File: src/rtl/bsg_profiler_counter_bank.sv
// Multi-channel event counter bank: atomic snapshot into shadows, drained one channel per valid/yumi beat.
// Optional sticky per-channel overflow flags are enabled by defining BSG_PROFILER_OVERFLOW_EN.
module bsg_profiler_counter_bank #(
    parameter int els_p               = 32,
    parameter int width_p             = 32,
    parameter int saturate_p          = 0,
    parameter int clear_on_snapshot_p = 1,
    parameter int lg_els_lp           = (els_p == 1) ? 1 : $clog2(els_p)
) (
    input  logic                 clk_i,
    input  logic                 reset_i,
    input  logic                 enable_i,
    input  logic [els_p-1:0]     countme_i,
    input  logic                 snapshot_v_i,
    output logic                 snapshot_ready_o,
    output logic                 v_o,
    output logic [width_p-1:0]   data_o,
    output logic [lg_els_lp-1:0] id_o,
    output logic                 last_o,
    input  logic                 yumi_i,
    output logic                 ovf_o
);
    typedef enum logic {eIdle, eDrain} state_e;

    localparam logic [lg_els_lp-1:0] last_idx_lp = lg_els_lp'(els_p - 1);

    state_e               state, state_next;
    logic [lg_els_lp-1:0] index, index_next;
    logic [width_p-1:0]   live      [els_p];
    logic [width_p-1:0]   live_next [els_p];
    logic [width_p-1:0]   shadow    [els_p];
    logic [els_p-1:0]     hit, at_max;
    logic                 accept, at_last;

    assign hit     = countme_i & {els_p{enable_i}};
    assign accept  = snapshot_v_i & snapshot_ready_o;
    assign at_last = (index == last_idx_lp);

    // A clearing snapshot restarts each counter from the event seen on the same edge
    always_comb begin
        for (int unsigned k = 0; k < els_p; k++) begin
            at_max[k]    = &live[k];
            live_next[k] = live[k];
            if (accept && (clear_on_snapshot_p != 0))
                live_next[k] = hit[k] ? width_p'(1) : '0;
            else if (hit[k] && !((saturate_p != 0) && at_max[k]))
                live_next[k] = live[k] + width_p'(1);
        end
    end

    always_comb begin
        state_next       = state;
        index_next       = index;
        snapshot_ready_o = 1'b0;
        v_o              = 1'b0;
        id_o             = '0;
        last_o           = 1'b0;
        case (state)
            eIdle: begin
                snapshot_ready_o = 1'b1;
                if (snapshot_v_i) begin
                    state_next = eDrain;
                    index_next = '0;
                end
            end
            eDrain: begin
                v_o    = 1'b1;
                id_o   = index;
                last_o = at_last;
                if (yumi_i) begin
                    if (at_last) begin
                        state_next = eIdle;
                        index_next = '0;
                    end else begin
                        index_next = index + lg_els_lp'(1);
                    end
                end
            end
            default: state_next = eIdle;
        endcase
    end

    assign data_o = v_o ? shadow[index] : '0;

    always_ff @(posedge clk_i) begin
        if (reset_i) begin
            state <= eIdle;
            index <= '0;
            for (int unsigned k = 0; k < els_p; k++) begin
                live[k]   <= '0;
                shadow[k] <= '0;
            end
        end else begin
            state <= state_next;
            index <= index_next;
            for (int unsigned k = 0; k < els_p; k++) begin
                live[k] <= live_next[k];
                if (accept)
                    shadow[k] <= live[k];
            end
        end
    end

`ifdef BSG_PROFILER_OVERFLOW_EN
    logic [els_p-1:0] ovf_live, ovf_shadow;

    always_ff @(posedge clk_i) begin
        if (reset_i) begin
            ovf_live   <= '0;
            ovf_shadow <= '0;
        end else begin
            if (accept)
                ovf_shadow <= ovf_live;
            if (accept && (clear_on_snapshot_p != 0))
                ovf_live <= '0;
            else
                ovf_live <= ovf_live | (hit & at_max);
        end
    end

    assign ovf_o = v_o & ovf_shadow[index];
`else
    assign ovf_o = 1'b0;
`endif

`ifndef SYNTHESIS
    assert property (@(posedge clk_i) disable iff (reset_i) yumi_i |-> v_o)
        else $error("yumi_i asserted while v_o is low");
    assert property (@(posedge clk_i) disable iff (reset_i) enable_i |-> !$isunknown(countme_i))
        else $error("countme_i unknown while enable_i is high");
`endif

endmodule
File: config.mk
export PLATFORM = sky130hd
export DESIGN_NAME = bsg_profiler_counter_bank
export DESIGN_NICKNAME = d
export VERILOG_FILES = /design/src/rtl/bsg_profiler_counter_bank.sv
export SDC_FILE = /design/constraint.sdc
export NUM_CORES = 2
export LEC_CHECK = 0
export CORE_MARGIN = 2
export CORE_UTILIZATION = 50
export DETAILED_ROUTE_END_ITERATION = 16
export GPL_ROUTABILITY_DRIVEN = 0
export PLACE_DENSITY = 0.68
export SYNTH_ARGS = -nofsm -noshare
export SYNTH_HDL_FRONTEND = slang
export SYNTH_SLANG_ARGS = --single-unit
File: constraint.sdc
create_clock -name clk_i -period 39.1 [get_ports clk_i]
set_clock_uncertainty 0.05 [all_clocks]
set_input_delay 5.865 -clock clk_i [delete_from_list [all_inputs] [get_ports clk_i]]
set_output_delay 5.865 -clock clk_i [all_outputs]
set_load 0.01 [all_outputs]
==> results_tabular.tex <==
\begin{tabular}{lr}
\hline
Metric & Value \\
\hline
\multicolumn{2}{l}{\textbf{Placed design}} \\
\quad Placed Instances & 10.2k \\
\quad Detail Placement HPWL & 155000 um \\
\quad Input/output buffers & 76 \\
\multicolumn{2}{l}{\textbf{Timing}} \\
\quad Worst slew slack as a fraction of its limit & 0.119 \\
\quad Number of slew-limit violations in the final report & 0 \\
\quad Actual transition at the worst max-transition pin & 1.32 ns \\
\quad Fin Setup TNS & 0 ns \\
\quad Hold violation total from the final report & 0 \\
\quad Post-route fraction of the period consumed by the critical path & 0.317 \\
\quad Maximum achievable frequency & 0.0807 GHz \\
\quad RSZ-0062 raised after global routing & no \\
\quad Min Tclk post-route & 12.38 ns \\
\quad Setup violations, final & 0 \\
\multicolumn{2}{l}{\textbf{Clock tree}} \\
\quad Clock sinks & 2059 \\
\quad Clock Latency Late Sink & 0.84 ns \\
\quad Number of buffers added by the clock tree synthesis step & 209 \\
\quad Clock slew at reported path FFs & 0.07 ns \\
\quad Maximum clock insertion buffer count & 3 \\
\quad Total of hold buffers inserted after clock tree synthesis & 0 \\
\quad Root buffer selected by CTS & sky130\_fd\_sc\_hd\_\_clkbuf\_16 \\
\quad Number of instances resized during post-cts repair & 0 \\
\quad H-tree depth & 4 \\
\quad Clock tree from TritonCTS & done \\
\quad Total setup buffers inserted after CTS & 0 \\
\multicolumn{2}{l}{\textbf{Finish}} \\
\quad Share of post-route cells with drive strength above 1 & 0.0949 \\
\quad Number of fill cells in the layout & 15.0k \\
\quad Area Overhead vs Synth & 10.8\% \\
\quad Number of standard cells in the final layout excluding fillers & 10.6k \\
\quad Area occupied by multi-input gates & 37700 sq um \\
\quad Final Net Count & 8117 \\
\quad Area occupied by registers & 51500 sq um \\
\multicolumn{2}{l}{\textbf{Floorplan}} \\
\quad Starting density of the core & 0.504 \\
\quad Core Region & 181000 sq um \\
\quad Top-Level Pins & 78 \\
\quad Number of rows created at floorplan & 156 \\
\quad Die area & 186000 sq um \\
\quad Floorplan die height & 431 um \\
\quad Die span in x & 431 um \\
\multicolumn{2}{l}{\textbf{Pwr}} \\
\quad Part of the power in registers & 0.512 \\
\quad VDD IR max & 39.0 uV \\
\quad Power Dens Cells & 45.4 nW/um\^{}2 \\
\quad Int Pwr & 3.58 mW \\
\quad PnR Total Power & 4.59 mW \\
\quad Total net switching power & 1.01 mW \\
\quad Clock Power Share & 0.449 \\
\quad Portion of total power attributed to combinational logic & 0.039 \\
\quad Leakage power total & 34.4 nW \\
\quad Switching share of power & 0.221 \\
\multicolumn{2}{l}{\textbf{Synth}} \\
\quad FF+latch count, synth & 2059 \\
\quad Post-Synthesis Cell Area & 91200 sq um \\
\quad Number of standard cells after synthesis & 8104 \\
\quad Flip-flop cell with the highest count after synthesis & sky130\_fd\_sc\_hd\_\_dfxtp\_1 \\
\quad Net count after synthesis & 8175 \\
\quad Synth Warn \# & 0 \\
\quad Number of flops mapped to enable cells by yosys & 1024 \\
\quad Sequential area share after synthesis & 0.564 \\
\quad Count of distinct cell types in the synthesized netlist & 66 \\
\quad Syn\_area\_per\_cell & 11.3 sq um \\
\quad Async S/R FF share, synth & 0 \\
\multicolumn{2}{l}{\textbf{Critical path}} \\
\quad Kind of end point of the critical path & primary output \\
\quad Data arrival at the endpoint of the critical path & 6.47 ns \\
\quad Critical path peak fanout & 47 \\
\quad Nature of the critical path startpoint & register \\
\quad Critical path data required time & 33.18 ns \\
\quad Type of the worst setup path & register to primary output \\
\multicolumn{2}{l}{\textbf{Global routing}} \\
\quad First-pass GRT wire length & 353000 um \\
\quad Initial antenna violation count & 12 \\
\quad Total congestion overflow & 0 \\
\quad Number of global-route vias before repair & 58.5k \\
\quad GRT Total Usage & 0.244 \\
\quad Largest net degree at the start of global routing & 272 \\
\multicolumn{2}{l}{\textbf{Routing}} \\
\quad Average detailed-routed wire length per instance & 21.6 um \\
\quad Via count & 60.7k \\
\quad Number of iterations in the first detailed-routing pass & 5 \\
\quad Final ANT Viol Nets & 0 \\
\quad Per-cell via count in the routed design & 5.72 \\
\quad Total routed wirelength & 229000 um \\
\quad DRC violation total after the first TritonRoute iteration & 5994 \\
\quad DRC violations left & 0 \\
\multicolumn{2}{l}{\textbf{Job}} \\
\quad Number of max-capacitance violations reported & 0 \\
\multicolumn{2}{l}{\textbf{Hold path}} \\
\quad HP Class & register to register \\
\multicolumn{2}{l}{\textbf{Run status}} \\
\quad Run status & completed \\
\hline
\end{tabular}
logic make-up (layout without fill, tap and decap cells):
group / after synthesis / in the layout / synth area share
xor gates and xnor gates: 871 / 871 / 0.0836
buffers and inverters: 537 / 666 / 0.0245
AOI/OAI and AO/OA: 420 / 420 / 0.0269
other: 1 / 5 / 0.0000411
adders and majority gates: 34 / 34 / 0.00466
DFF: 2059 / 2059 / 0.564
and+or+nand+nor: 3840 / 3840 / 0.225
muxes: 342 / 342 / 0.0707
Yosys cell counts, types with 4 or more instances:
cell	instances	area (sq um)
sky130_fd_sc_hd__mux2i_1	54	541
sky130_fd_sc_hd__xnor2_1	328	2870
sky130_fd_sc_hd__mux2_2	51	574
sky130_fd_sc_hd__nor2_2	7	43.8
sky130_fd_sc_hd__or4_1	10	75.1
sky130_fd_sc_hd__or2_2	5	31.3
sky130_fd_sc_hd__nand4_1	346	2160
sky130_fd_sc_hd__clkbuf_1	283	1060
sky130_fd_sc_hd__nor4_1	86	538
sky130_fd_sc_hd__nand4_2	8	100
sky130_fd_sc_hd__o21a_1	6	45.0
sky130_fd_sc_hd__inv_1	110	413
sky130_fd_sc_hd__buf_1	19	71.3
sky130_fd_sc_hd__xor2_1	543	4760
sky130_fd_sc_hd__a22oi_1	20	150
sky130_fd_sc_hd__a221oi_1	19	166
sky130_fd_sc_hd__buf_4	16	120
sky130_fd_sc_hd__nand2_1	393	1480
sky130_fd_sc_hd__or3_1	107	669
sky130_fd_sc_hd__o21ai_0	134	671
sky130_fd_sc_hd__edfxtp_1	1024	30700
sky130_fd_sc_hd__buf_6	4	45.0
sky130_fd_sc_hd__nor3b_1	7	52.6
sky130_fd_sc_hd__buf_2	103	515
sky130_fd_sc_hd__nor4_2	18	225
sky130_fd_sc_hd__o221ai_1	19	166
sky130_fd_sc_hd__mux4_2	237	5340
sky130_fd_sc_hd__a31oi_1	21	131
sky130_fd_sc_hd__and2_1	581	3630
sky130_fd_sc_hd__o31ai_1	4	30.0
sky130_fd_sc_hd__a211oi_1	29	218
sky130_fd_sc_hd__nor2b_1	440	2750
sky130_fd_sc_hd__nor2_1	1045	3920
sky130_fd_sc_hd__a21oi_1	156	781
sky130_fd_sc_hd__nand4b_1	6	52.6
sky130_fd_sc_hd__and4_1	110	963
sky130_fd_sc_hd__nor4_4	12	255
sky130_fd_sc_hd__and3_1	122	763
sky130_fd_sc_hd__ha_1	34	425
sky130_fd_sc_hd__nand3_2	5	50.1
sky130_fd_sc_hd__nor3_1	154	771
sky130_fd_sc_hd__nand3_1	353	1770
sky130_fd_sc_hd__dfxtp_1	1035	20700
flip-flops by register name, summed over array words and instances, names as in the netlist, named ones only:
register / flops
live: 1024
index: 5
shadow: 1024
state: 1
worst max-delay path, stage by stage (launching register included):
cell and delay (ns):
sky130_fd_sc_hd__dfxtp_4 0.95, sky130_fd_sc_hd__buf_4 0.81, sky130_fd_sc_hd__buf_4 0.68, sky130_fd_sc_hd__buf_4 0.63, sky130_fd_sc_hd__and2_1 0.82, sky130_fd_sc_hd__a221oi_1 0.25
sky130_fd_sc_hd__o21ai_0 0.29, sky130_fd_sc_hd__a31oi_1 0.45, sky130_fd_sc_hd__clkdlybuf4s50_1 0.60
per-stage QoR:
stage               worst slack (ns)  hold WS [ns]   util  cell area [sq um]
floorplan                       2.97         0.389      -              91200
global placement               26.33         0.410  0.519              94000
detailed placement             26.22         0.407  0.519              94000
CTS                            26.56         0.418  0.558             101000
global route                   26.28         0.443  0.558             101000
finish                         26.72         0.420  0.558             101000
per-layer routing:
| metal | track usage | vias up | part of all wire |
|---|---|---|---|
| li1 | - | 28600 | - |
| met1 | 0.334 | 30000 | 0.43 |
| met2 | 0.389 | 1711 | 0.47 |
| met3 | 0.0333 | 390 | 0.056 |
| met4 | 0.112 | 4 | 0.048 |
| met5 | 0 | - | 0.00010 |
worst paths after layout:
| check | slack, ns | endpoint | start | cells after the start |
|---|---|---|---|---|
| setup / recovery | 26.72 | data_o[27] | register | 8 |
| hold / removal | 0.42 | live[1][287]$_SDFFE_PP0P_ | live[1][287]$_SDFFE_PP0P_ | 2 |
| setup reg to reg | 32.15 | shadow[20][24]$_SDFFCE_PP0P_ | state$_SDFF_PP0_ | 11 |
| hold reg to reg | 0.42 | live[1][287]$_SDFFE_PP0P_ | live[1][287]$_SDFFE_PP0P_ | 2 |
layout by cell type, fill, tap and decap left out, types with 79 or more instances in the layout:
cell                           n
sky130_fd_sc_hd__nor2_1     1043
sky130_fd_sc_hd__nand4_1     346
sky130_fd_sc_hd__o21ai_0     134
sky130_fd_sc_hd__xor2_1      543
sky130_fd_sc_hd__mux4_2      237
sky130_fd_sc_hd__nor3_1      154
sky130_fd_sc_hd__inv_1       110
sky130_fd_sc_hd__and3_1      122
sky130_fd_sc_hd__dfxtp_1    1030
sky130_fd_sc_hd__and4_1      110
sky130_fd_sc_hd__clkbuf_16   213
sky130_fd_sc_hd__nor2b_1     439
sky130_fd_sc_hd__a21oi_1     156
sky130_fd_sc_hd__xnor2_1     328
sky130_fd_sc_hd__nand2_1     392
sky130_fd_sc_hd__nand3_1     353
sky130_fd_sc_hd__and2_1      581
sky130_fd_sc_hd__nor4_1       79
sky130_fd_sc_hd__or3_1       107
sky130_fd_sc_hd__edfxtp_1   1024
power by group through the flow:
stage	Sequential, mW	Clock, mW	Combinational (mW)
after global placement	2.40	0	0.176
after global routing	2.36	2.18	0.189
final	2.35	2.06	0.178
after detailed placement	2.40	0	0.179
after floorplan	2.46	0	0.115
after CTS	2.35	2.09	0.179
area by class of cell:
type	instances	share of cell area
diodes	4	0.0000990
repair buffers	156	0.0144
flip-flops and latches	2059	0.509
clock inverters	89	0.0109
inverters	112	0.00423
multi-input cells	5508	0.372
well taps	2370	0.0293
clock buffers	309	0.0595
Note: power is estimated with default switching activity, not from simulation.
